===== src/rtl/if_fetch_queue.sv =====
// Instruction fetch PC generator feeding a circular queue; head fields are combinational (0 cycles), entries land one edge after fetch.
// Backpressure: fetch stalls with PC held while the queue is full and decode does not dequeue; HALT stops fetch after an address error.
module if_fetch_queue #(
    parameter int          DEPTH    = 4,
    parameter logic [31:0] RESET_PC = 32'h0000_3000,
    parameter logic [31:0] ADDR_LO  = 32'h0000_3000,
    parameter logic [31:0] ADDR_HI  = 32'h0000_6ffc,
    parameter logic [4:0]  EXC_CODE = 5'd4
) (
    input  logic                     clk,
    input  logic                     reset,
    input  logic [31:0]              pc_branch,
    input  logic                     branch,
    input  logic [31:0]              pc_jump,
    input  logic                     isj,
    input  logic [31:0]              pc_jr,
    input  logic                     jr,
    input  logic                     exc,
    input  logic                     eret,
    input  logic [31:0]              pc_epc,
    input  logic                     out_ready,
    output logic                     out_valid,
    output logic [31:0]              out_pc,
    output logic                     out_exp,
    output logic [4:0]               out_exccode,
    output logic                     out_delay,
    output logic [$clog2(DEPTH):0]   count
);

    localparam int          PW      = $clog2(DEPTH);
    localparam logic [31:0] EXC_VEC = 32'h0000_4180;

    typedef enum logic {RUN, HALT} state_t;

    typedef struct packed {
        logic [31:0] pc;
        logic        exp;
        logic [4:0]  exccode;
        logic        delay;
    } entry_t;

    entry_t          mem [DEPTH];
    entry_t          head;
    entry_t          wr_dat;
    logic [PW-1:0]   rd_ptr, wr_ptr, rd_adv;
    logic [PW-1:0]   rd_nxt, wr_nxt;
    logic [PW:0]     remain, cnt_nxt;
    logic [31:0]     fpc, fpc_nxt;
    state_t          state, state_nxt;
    logic            deq, fetch_exp, wr_en, mark_en;

    assign head      = mem[rd_ptr];
    assign out_valid = (count != '0);
    assign out_pc      = out_valid ? head.pc      : 32'd0;
    assign out_exp     = out_valid ? head.exp     : 1'b0;
    assign out_exccode = out_valid ? head.exccode : 5'd0;
    assign out_delay   = out_valid ? head.delay   : 1'b0;

    assign deq       = out_valid && out_ready;
    assign rd_adv    = rd_ptr + PW'(deq);
    assign remain    = count - (PW+1)'(deq);
    assign fetch_exp = (fpc[1:0] != 2'b00) || (fpc < ADDR_LO) || (fpc > ADDR_HI);

    always_comb begin
        fpc_nxt        = fpc;
        rd_nxt         = rd_adv;
        wr_nxt         = wr_ptr;
        cnt_nxt        = remain;
        state_nxt      = state;
        wr_en          = 1'b0;
        mark_en        = 1'b0;
        wr_dat.pc      = fpc;
        wr_dat.exp     = fetch_exp;
        wr_dat.exccode = fetch_exp ? EXC_CODE : 5'd0;
        wr_dat.delay   = 1'b0;

        if (exc || eret) begin
            fpc_nxt   = exc ? EXC_VEC : pc_epc;
            rd_nxt    = '0;
            wr_nxt    = '0;
            cnt_nxt   = '0;
            state_nxt = RUN;
        end else if (jr || isj || branch) begin
            fpc_nxt = jr ? pc_jr : (isj ? pc_jump : pc_branch);
            cnt_nxt = (PW+1)'(1);
            wr_nxt  = rd_adv + PW'(1);
            if (remain != '0) begin
                // Oldest surviving entry becomes the delay slot; everything younger is dropped.
                mark_en   = 1'b1;
                state_nxt = RUN;
            end else begin
                // Nothing left to serve as delay slot: fetch it now, even from HALT.
                wr_en        = 1'b1;
                wr_dat.delay = 1'b1;
                state_nxt    = fetch_exp ? HALT : RUN;
            end
        end else if (state == RUN && (count < (PW+1)'(DEPTH) || deq)) begin
            wr_en   = 1'b1;
            wr_nxt  = wr_ptr + PW'(1);
            cnt_nxt = remain + (PW+1)'(1);
            fpc_nxt = fpc + 32'd4;
            if (fetch_exp)
                state_nxt = HALT;
        end
    end

    always_ff @(posedge clk) begin
        if (reset) begin
            state <= RUN;
        end else begin
            state <= state_nxt;
        end
    end

    always_ff @(posedge clk) begin
        if (reset) begin
            fpc    <= RESET_PC;
            rd_ptr <= '0;
            wr_ptr <= '0;
            count  <= '0;
        end else begin
            fpc    <= fpc_nxt;
            rd_ptr <= rd_nxt;
            wr_ptr <= wr_nxt;
            count  <= cnt_nxt;
        end
    end

    always_ff @(posedge clk) begin
        if (!reset) begin
            if (wr_en)
                mem[wr_ptr] <= wr_dat;
            if (mark_en)
                mem[rd_adv].delay <= 1'b1;
        end
    end

endmodule


===== config.mk =====
export PLATFORM = sky130hd
export DESIGN_NAME = if_fetch_queue
export DESIGN_NICKNAME = d
export VERILOG_FILES = /design/src/rtl/if_fetch_queue.sv
export SDC_FILE = /design/constraint.sdc
export NUM_CORES = 1
export LEC_CHECK = 0
export ABC_AREA = 1
export BUFFER_PORTS_ARGS = -buffer_cell sky130_fd_sc_hd__buf_2
export CAP_MARGIN = 20
export CORE_ASPECT_RATIO = 1.2
export CORE_MARGIN = 1
export CORE_UTILIZATION = 25
export DETAILED_ROUTE_END_ITERATION = 8
export HOLD_SLACK_MARGIN = 0.1
export PLACE_DENSITY_LB_ADDON = 0.1
export RECOVER_POWER = 50
export SYNTH_ARGS = -nofsm -noshare
export SYNTH_HDL_FRONTEND = slang
export SYNTH_SLANG_ARGS = --single-unit

===== constraint.sdc =====
create_clock -name clk -period 8.46 [get_ports clk]
set_clock_uncertainty 0.2 [all_clocks]
set_input_delay 0.423 -clock clk [delete_from_list [all_inputs] [get_ports clk]]
set_output_delay 0.423 -clock clk [all_outputs]
set_load 0.02 [all_outputs]

==> key figures, run 1 <==
Route
  • Vias per inst: 4.41
  • WL/cell: 16.0 µm
  • DRC viols: 0
  • Initial drt markers: 341
  • Drt total wl: between 20000 and 30000 µm
  • Met1 wire length: 13700 µm
  • WL met2: 14100 µm
  • Final ANT Viol Nets: 0
  • Vias: 8109
  • Pre-Repair DR Iteration Count: 4
  • Met3 WL: 1110 µm
  • Highest routed layer: met5

Flow run
  • Max-Cap Viols: 1

Floorplan
  • I/O Pins: 179
  • # rows: 77
  • Core box area: 0.0372 mm²
  • DIE HEIGHT: 216 µm
  • Die Width: about 180 µm
  • Initial Util: 0.256
  • Die area: 0.0389 mm²

Critical path
  • Crit path to: mem[3][33]$_DFFE_PP_
  • RR Startpoint: count[2]$_SDFF_PP0_
  • Worst Setup End Kind: register
  • FF-to-FF setup slack: 2.97 ns
  • Worst Path Arrival: 5.36 ns
  • CP Class: reg -> reg
  • Reg2Reg Depth: 14
  • Worst Path Max Fanout: 37
  • Startpoint Class: register
  • Worst EP required: 8.33 ns
  • Capture point of the worst reg-to-reg path: mem[3][33]$_DFFE_PP_
  • Critical path startpoint: count[2]$_SDFF_PP0_

Placement
  • Detailed-placement wirelength estimate: 20800 µm
  • IO Port Bufs: 174
  • Final RePlAce weighted congestion: 0.808
  • Place WS: approximately 4.3 ns
  • Dpl cell area: 0.0108 mm²
  • Placed Instances: approximately 1.8k

CTS
  • CTS tree: done
  • Root buf cell: clkbuf_16
  • H-tree level count: 4
  • Max clock buf depth: 2
  • Clock sinks: roughly 180
  • Cts bufs inserted: 17
  • CTS resizes: 0
  • Postcts setup bufs: 0
  • Cts hold-fix bufs: 9
  • Clock Latency Late Sink: 0.44 ns
  • Clock-pin slew on the worst setup and hold paths: 0.07 ns

Synth
  • Synth Flop Type: edfxtp_1
  • Syn Inst Count: between 1k and 1.5k
  • Cell Area, Synth: around 0.0095 mm²
  • Post-synth EDFFs: 136
  • Post-synth top area share: 0.429
  • Area leader, netlist: edfxtp_1
  • Yosys synthesis warning count: 0
  • Synthesized area per cell: 7.93 µm²
  • Area contributors post-synth: edfxtp_1, nand2_1, nor2_1
  • Async S/R FF share, synth: 0
  • Netlist cell types: 41
  • Register area share after synthesis: 0.513
  • Most frequent cell after synthesis: nand2_1
  • Commonest cells post-synth: nand2_1, nor2_1, edfxtp_1
  • Total of flip-flops plus latches after synthesis: 176

Global route
  • Pin count of the biggest net entering global routing: about 70
  • First-pass GRT wire length: about 47000 µm
  • Vias in the first global route: between 8k and 9k
  • All-Layer GR Usage: 0.156
  • Initial antenna violation count: 3
  • GRT Residual Overflow: 0

STA
  • FMAX: 0.182 GHz
  • Slew of the pin with the lowest slew margin: around 2.1 ns
  • RSZ-0062 raised after global routing: false
  • Minimum clock period: 5.49 ns
  • Final Hold Viols: 0
  • Fin crit share: 0.649
  • # setup viols final: 0
  • Max_slew headroom: -0.401
  • Setup TNS: 0 ns
  • Max-slew violations: 38
  • Min Hold Slack: between 0.1 and 0.15 ns
  • Post-layout worst setup margin: 2.97 ns

Finish
  • Share of layout cells above drive strength 1: 0.169
  • Final instance area: 0.0114 mm²
  • Ant. Diodes: 0
  • Fin cells: 1837
  • Area grow syn2layout: 19.3%
  • Final Net Count: around 1.5k

Run status
  • Failing checks: capacitance limit, slew limit
  • Status: finished with violations

Power
  • Pwr/cell area: 165 mW/mm²
  • LEAKAGE: around 4.6 nW
  • Max VDD drop: 152 µV

Worst hold path
  • HP Class: in -> reg
-- logic make-up after synthesis --
group	after synthesis	share of synthesized area
xor+xnor	10	0.00920
compound gates	243	0.136
fa+ha+maj	6	0.00789
simple gates	604	0.261
buf+inv	161	0.0723
other cells	1	0.000394
flops	176	0.513
-- state kept, by name, summed over array words and instances (netlist names) --
name and flops:
count 3, fpc 32, mem 136, rd_ptr 2, state 1, wr_ptr 2
-- power by group --
group          internal, mW  switching, mW  leakage, nW
Clock                 0.372          0.341        0.246
Combinational        0.0703          0.121         2.70
Sequential            0.947         0.0188         1.64
-- area by class of cell --
| type | instances | area [µm²] |
|---|---|---|
| clock buffer | 17 | 425 |
| clock inverter | 15 | 97.6 |
| fill | 4039 | 25800 |
| inverter | 94 | 358 |
| multi-input combinational | 867 | 3950 |
| sequential | 176 | 4890 |
| tap | 474 | 593 |
| timing repair buffer | 194 | 1040 |
-- layer usage --
metal  vias up  GRT usage
met4         6     0.0442
li1       4238          -
met5         -          0
met2       201      0.270
met3        30     0.0283
met1      3634      0.197
-- how the worst min path moves through the flow --
stage                                      start                endpoint  slack, ns  depth (start not counted)
after global routing                    pc_jr[3]     fpc[3]$_SDFFE_PP0P_       0.13                          3
after CTS                             pc_epc[13]    fpc[13]$_SDFFE_PP1P_       0.10                          5
after global placement    wr_ptr[0]$_SDFFE_PP0P_  wr_ptr[0]$_SDFFE_PP0P_       0.32                          2
after detailed placement  wr_ptr[0]$_SDFFE_PP0P_  wr_ptr[0]$_SDFFE_PP0P_       0.30                          2
after floorplan           wr_ptr[0]$_SDFFE_PP0P_  wr_ptr[0]$_SDFFE_PP0P_       0.27                          2
final                                   pc_jr[3]     fpc[3]$_SDFFE_PP0P_       0.12                          3
-- worst max-delay path, stage by stage (launching register included) --
cell and delay (ns):
dfxtp_1 0.38, nor3_4 0.16, clkbuf_1 1.50, nor2_1 0.08
ha_1 0.27, ha_1 0.29, ha_1 0.20, nand2_1 0.08
nand2_1 0.07, nor2_1 0.29, inv_1 0.47, o21ai_4 0.38
inv_2 0.11, nor3_4 0.11, buf_4 0.48
-- layout by cell type, fill, tap and decap left out, drive strengths merged, types with 4 or more instances in the layout --
cell type    Yosys  final
clkbuf          27     35
xor2             6      6
clkinvlp         0      5
nor2           274    274
nor3             6      6
ha               6      6
conb             1      4
buf             40    167
o21ai          108    108
o211ai          16     16
o21bai           4      4
inv             92     93
dfxtp           40     40
a21oi          108    108
dlygate4sd3      0      9
nand3           47     47
clkinv           2     11
edfxtp         136    136
nand2          269    269
xnor2            4      4
-- stage by stage --
stage | total power, mW | util
floorplan | 1.10 | -
global placement | 1.18 | 0.289
detailed placement | 1.18 | 0.290
CTS | 1.90 | 0.306
global route | 1.96 | 0.305
finish | 1.87 | 0.305
No activity file was read; power rests on OpenSTA's default activity.
==> run 2, diff against run 1 <==
ABC_AREA = 0   (was 1)
clock period = 5.13 ns   (was 8.46 ns; I/O delays follow)
==> run 2 against run 1 <==
Effect of this change: the run still ends with capacitance limit, slew limit left; worst hold slack got worse by 0.0039 ns; critical path depth fell by 7; die area decreased by 4.2%; clock power grew 71%; critical endpoint is now mem[2][16]$_DFFE_PP_; largest cell class unchanged.
==> key figures, run 2 <==
Floorplan
  • # rows: between 70 and 80
  • Die area: 0.0372 mm²
  • Die Width: 176 µm
  • DIE HEIGHT: around 210 µm
  • Core box area: 0.0359 mm²
  • Initial Util: 0.254
  • I/O Pins: 179

Synth
  • Most frequent cell after synthesis: edfxtp_1
  • Register area share after synthesis: 0.536
  • Simple logic cell fraction of the synthesized area: 0.164
  • Area leader, netlist: edfxtp_1
  • Commonest cells post-synth: edfxtp_1, nor2b_1, nand2_1
  • Main combinational cell family by area after synthesis: simple AND/OR/NAND/NOR gates
  • Synthesized area per cell: 11.6 µm²
  • Area contributors post-synth: edfxtp_1, dfxtp_1, mux4_2
  • Post-synth top area share: 0.448
  • Async S/R FF share, synth: 0
  • Synth Area in Compound Gates: 0.136
  • Post-synth EDFFs: about 140
  • Synth Area in Adders: 0.00824
  • Synth Flop Type: edfxtp_1
  • Syn Inst Count: 787
  • Netlist cell types: 74
  • Post-Synth XOR/XNOR Area: 0.0211
  • Total of flip-flops plus latches after synthesis: roughly 180
  • Yosys synthesis warning count: 0
  • Mux share of post-synthesis cell area: 0.0950
  • Cell Area, Synth: slightly above 0.009 mm²

Power
  • LEAKAGE: approximately 4.0 nW
  • Max VDD drop: 208 µV
  • Tot Pwr: 3.17 mW
  • Pwr/cell area: 276 mW/mm²

Route
  • Pre-Repair DR Iteration Count: 5
  • WL/cell: 19.5 µm
  • DRC viols: 0
  • Vias per inst: 4.81
  • Initial drt markers: about 390
  • Final ANT Viol Nets: 0
  • Drt total wl: 28700 µm
  • Vias: around 7.1k

Critical path
  • Worst Setup End Kind: register
  • Worst EP required: 5.00 ns
  • RR Startpoint: count[2]$_SDFF_PP0_
  • FF-to-FF setup slack: roughly 1.2 ns
  • Startpoint Class: register
  • Reg2Reg Depth: 7
  • Critical path cell sequence: nor3_1, clkbuf_1, nor2b_1, ha_1, xnor2_1, a2111oi_4, buf_4
  • Crit path to: mem[2][16]$_DFFE_PP_
  • Worst Path Max Fanout: 36
  • CP Depth: 7
  • Worst Path Arrival: ~3.8 ns
  • Crit-path leading delay family: buffers and inverters
  • Critical path buffer and inverter count: 2
  • CP Class: reg -> reg
  • Capture point of the worst reg-to-reg path: mem[2][16]$_DFFE_PP_
  • Critical path startpoint: count[2]$_SDFF_PP0_
  • Crit-path max cell delay: 1.18 ns
  • CP max stage cell: clkbuf_1

CTS
  • Clock sinks: approximately 180
  • Cts hold-fix bufs: 56
  • CTS resizes: 0
  • Root buf cell: clkbuf_16
  • H-tree level count: 4
  • Cts bufs inserted: 17
  • Clock-pin slew on the worst setup and hold paths: 0.07 ns
  • Clock Latency Late Sink: 0.43 ns
  • Max clock buf depth: 2
  • CTS tree: done
  • Postcts setup bufs: 0

Finish
  • Final Net Count: 1136
  • Register area: 0.00489 mm²
  • Biggest regs: mem: 136 flops, fpc: 32 flops, count: 3 flops
  • Most frequent cells in the layout: edfxtp_1, buf_2, nor2b_1, nand2_1, dlygate4sd3_1
  • Share of layout cells above drive strength 1: 0.221
  • Number of flip-flops under the largest register name: between 100 and 150
  • Area grow syn2layout: 26.2%
  • Fill cell count: 3755
  • Final instance area: around 0.011 mm²
  • Reg with most FFs: mem
  • Ant. Diodes: 0
  • Commonest non-fill, non-tap cell in the layout: edfxtp_1
  • Final core utilization: 0.320
  • Area of the multi-input gates: approximately 0.0039 mm²

STA
  • FMAX: about 0.26 GHz
  • # setup viols final: 0
  • Final Hold Viols: 0
  • Max-slew violations: between 80 and 90
  • Post-layout worst setup margin: 1.22 ns
  • Minimum clock period: 3.91 ns
  • RSZ-0062 raised after global routing: false
  • Slew of the pin with the lowest slew margin: 1.79 ns
  • Fin crit share: 0.762
  • Min Hold Slack: between 0.1 and 0.15 ns
  • Max_slew headroom: -0.190

Global route
  • GRT Residual Overflow: 0
  • Initial antenna violation count: 0
  • Vias in the first global route: approximately 7.3k
  • Pin count of the biggest net entering global routing: 57
  • First-pass GRT wire length: 43900 µm
  • All-Layer GR Usage: 0.159

Flow run
  • Max-Cap Viols: 2

Worst hold path
  • HP Class: in -> reg

Run status
  • Status: finished with violations
  • Failing checks: capacitance limit, slew limit

Placement
  • IO Port Bufs: 174
  • Detailed-placement wirelength estimate: 20300 µm
  • Dpl cell area: between 0.01 and 0.015 mm²
  • Final RePlAce weighted congestion: 0.767
  • Place WS: 1.53 ns
==> run 2: metal layers <==
| layer | GRT usage | vias to the layer above | share of wire | wire length [µm] |
|---|---|---|---|---|
| met3 | 0.0322 | 27 | 0.049 | 1400 |
| met4 | 0.0489 | 0 | 0.017 | 484 |
| li1 | - | 3395 | - | - |
| met5 | 0 | - | 0 | 0 |
| met1 | 0.211 | 3449 | 0.46 | 13300 |
| met2 | 0.261 | 227 | 0.47 | 13500 |
==> run 2: final cells by class <==
cell class / count / share of cell area
Clock buffer: 18 / 0.0373
Clock inverter: 14 / 0.0103
Inverter: 21 / 0.00686
Multi-Input combinational cell: 533 / 0.341
Sequential cell: 176 / 0.425
Tap cell: 468 / 0.0509
Timing Repair Buffer: 245 / 0.129
==> run 2: stage by stage <==
stage / instances / setup TNS, ns
after CTS: 1475 / 0
after floorplan: 790 / -1.30
after global routing: 1475 / 0
after detailed placement: 1387 / 0
after global placement: 1387 / 0
final: 1475 / 0
==> run 2: report_power, final <==
group          leakage, nW  internal [mW]  switching (mW)
Clock                0.261          0.666           0.559
Combinational         2.20          0.156           0.191
Sequential            1.55           1.56          0.0356
Total                 4.02           2.39           0.786
==> run 2: logic make-up (layout without fill, tap and decap cells) <==
group                      after synthesis  after routing
and+or+nand+nor                        275            275
AOI/OAI and AO/OA                      182            182
DFF                                    176            176
buffers and inverters                   81            298
muxes                                   44             44
xor gates and xnor gates                22             22
adders and majority gates                6              6
other                                    1              4
==> run 2: how the worst min path moves through the flow <==
stage | start | endpoint | cells past startpoint
3_3_place_gp | pc_epc[17] | fpc[17]$_SDFFE_PP0P_ | 2
5_1_grt | pc_jr[17] | fpc[17]$_SDFFE_PP0P_ | 4
2_1_floorplan | pc_epc[17] | fpc[17]$_SDFFE_PP0P_ | 1
3_5_place_dp | pc_epc[17] | fpc[17]$_SDFFE_PP0P_ | 2
6_report | reset | fpc[2]$_SDFFE_PP0P_ | 2
4_1_cts | pc_jump[29] | fpc[29]$_SDFFE_PP0P_ | 5
==> run 3, diff against run 2 <==
clock period = 3.2 ns   (was 5.13 ns; I/O delays follow)
==> run 3 against run 2 <==
Effect of this change: the run now ends clean; combinational power up 78%; total power up 66%; non-clock buffer count up 46.
==> key figures, run 3 (synthesis gave the netlist of run 2 again) <==
CTS
  • Clock Latency Late Sink: 0.43 ns
  • Cts bufs inserted: 17
  • Clock sinks: around 180
  • Max clock buf depth: 2
  • Clock-pin slew on the worst setup and hold paths: ~0.07 ns
  • CTS tree: done
  • H-tree level count: 4
  • Root buf cell: clkbuf_16

STA
  • Minimum clock period: 3.12 ns
  • Slew of the pin with the lowest slew margin: 0.965 ns
  • # setup viols final: 0
  • RSZ-0062 raised after global routing: true
  • Max_slew headroom: 0.354
  • Final Hold Viols: 0
  • Max-slew violations: 0
  • Fin crit share: 0.974
  • FMAX: 0.321 GHz
  • Setup TNS: 0 ns

Critical path
  • CP max stage cell: dlygate4sd3_1
  • CP Depth: 10
  • Crit-path leading delay family: buffers and inverters
  • Crit-path max cell delay: 0.56 ns
  • Worst Path Max Fanout: 17
  • CP Class: in -> reg
  • Capture point of the worst reg-to-reg path: fpc[13]$_SDFFE_PP1P_
  • Critical path startpoint: jr
  • Reg2Reg Depth: 9
  • Critical path buffer and inverter count: 5
  • Worst Path Arrival: between 3 and 4 ns
  • FF-to-FF setup slack: around 0.14 ns
  • Critical path cell sequence: dlygate4sd3_1, buf_2, or3_1, buf_6, a311oi_2, a21oi_1, o22a_1, dlygate4sd3_1, nor3_1, dlygate4sd3_1
  • RR Startpoint: fpc[2]$_SDFFE_PP0P_
  • Worst EP required: between 3 and 4 ns
  • Worst Setup End Kind: register
  • Most common cell on crit path: dlygate4sd3_1
  • Startpoint Class: input port
  • Crit path to: fpc[2]$_SDFFE_PP0P_

Run status
  • Status: finished clean

Route
  • Final ANT Viol Nets: 0
  • DRC viols: 0
  • Vias: 7136
  • Vias per inst: 4.69
  • Drt total wl: 29500 µm
  • Pre-Repair DR Iteration Count: 4
  • WL/cell: 19.4 µm
  • Initial drt markers: 396

Worst hold path
  • HP Class: in -> reg

Power
  • Reg power frac: 0.485
  • LEAKAGE: 4.46 nW
  • Int Power: 4.03 mW
  • Sw Share: 0.236
  • Clock network fraction of design power: 0.398
  • Gate power share: 0.117
  • Max VDD drop: 336 µV
  • Pwr/cell area: between 400 and 500 mW/mm²
  • Switching Power: 1.25 mW

Global route
  • All-Layer GR Usage: 0.164
  • GRT Residual Overflow: 0
  • Vias in the first global route: 7510
  • First-pass GRT wire length: 45200 µm
  • Pin count of the biggest net entering global routing: 49
  • Initial antenna violation count: 0

Placement
  • Dpl cell area: around 0.011 mm²
  • Detailed-placement wirelength estimate: 21800 µm
  • IO Port Bufs: 174
  • Final RePlAce weighted congestion: between 0.7 and 0.8

Finish
  • Area grow syn2layout: 33.4%
  • Commonest non-fill, non-tap cell in the layout: buf_2
  • Most frequent cells in the layout: buf_2, edfxtp_1, dlygate4sd3_1, nor2b_1, nand2_1
  • Final Net Count: 1182
  • Ant. Diodes: 0
  • Share of layout cells above drive strength 1: 0.285
  • Reg with most FFs: mem
  • Biggest regs: mem: 136 flops, fpc: 32 flops, count: 3 flops
  • Final instance area: 0.0122 mm²
  • Number of flip-flops under the largest register name: 136
  • Fill cell count: 3735

Floorplan
  • Die area: ~0.037 mm²
  • Core box area: 0.0359 mm²
  • Die Width: 176 µm
  • I/O Pins: 179
  • DIE HEIGHT: 211 µm
  • # rows: 76
  • Initial Util: 0.254

Flow run
  • Max-Cap Viols: 0
run 3: cell types whose count changed in the layout (fill, tap and decap cells not counted), sizes merged:
cell	delta
clkinv	-5
clkbuf	-37
inv	-1
clkinvlp	+2
bufinv	+2
buf	+66
dlygate4sd3	+19
run 3: area by class of cell:
class,instances,area (µm²),area share
Clock buffer,20,437,0.0359
Clock inverter,12,163,0.0134
Inverter,21,78.8,0.00648
Multi-Input combinational cell,533,4000,0.329
Sequential cell,176,4890,0.402
Tap cell,468,586,0.0482
Timing Repair Buffer,291,2000,0.164
run 3: worst min-delay path: cells and delay by family:
kind / cells / cell delay (ns)
buffers and inverters: 1 / 0.08
AOI/OAI and AO/OA: 3 / 0.32
and+or+nand+nor: 1 / 0.12
run 3: power by group through the flow:
stage | registers, mW | clock network, mW | logic, mW
global route | 2.57 | 2.24 | 0.684
floorplan | 2.58 | 0 | 0.324
global placement | 2.61 | 0 | 0.544
CTS | 2.56 | 2.16 | 0.628
detailed placement | 2.61 | 0 | 0.546
finish | 2.56 | 2.10 | 0.617
run 3: worst min-delay path by stage:
stage	from	endpoint	slack, ns	depth (start not counted)
2_1_floorplan	pc_epc[17]	fpc[17]$_SDFFE_PP0P_	0.09	1
3_3_place_gp	pc_epc[17]	fpc[17]$_SDFFE_PP0P_	0.19	2
3_5_place_dp	pc_epc[17]	fpc[17]$_SDFFE_PP0P_	0.18	2
4_1_cts	pc_jump[29]	fpc[29]$_SDFFE_PP0P_	0.10	5
5_1_grt	pc_jump[29]	fpc[29]$_SDFFE_PP0P_	0.14	5
6_report	pc_jump[29]	fpc[29]$_SDFFE_PP0P_	0.07	5
run 3: what timing repair did:
action,CTS,global route
hold buffers,75,0
setup endpoints to repair,0,3
endpoints found under the hold margin,35,0
setup buffers,0,1
gates resized for setup,0,5
run 3: stage by stage:
stage,utilization,worst slack [ns],hold slack (ns),instances,power (mW)
6_report,0.338,0.0829,0.0688,1521,5.28
5_1_grt,0.338,-0.0436,0.140,1521,5.49
4_1_cts,0.339,0.0227,0.103,1520,5.35
3_5_place_dp,0.301,0.340,0.183,1413,3.16
3_3_place_gp,0.301,0.372,0.186,1413,3.16
2_1_floorplan,-,-0.401,0.0897,790,2.91
run 3: per-layer routing:
layer  vias up  global-route usage  share of wire
li1       3485                   -              -
met1      3417               0.205           0.45
met2       207               0.281           0.49
met3        27              0.0333          0.044
met4         0              0.0498          0.014
met5         -                   0              0
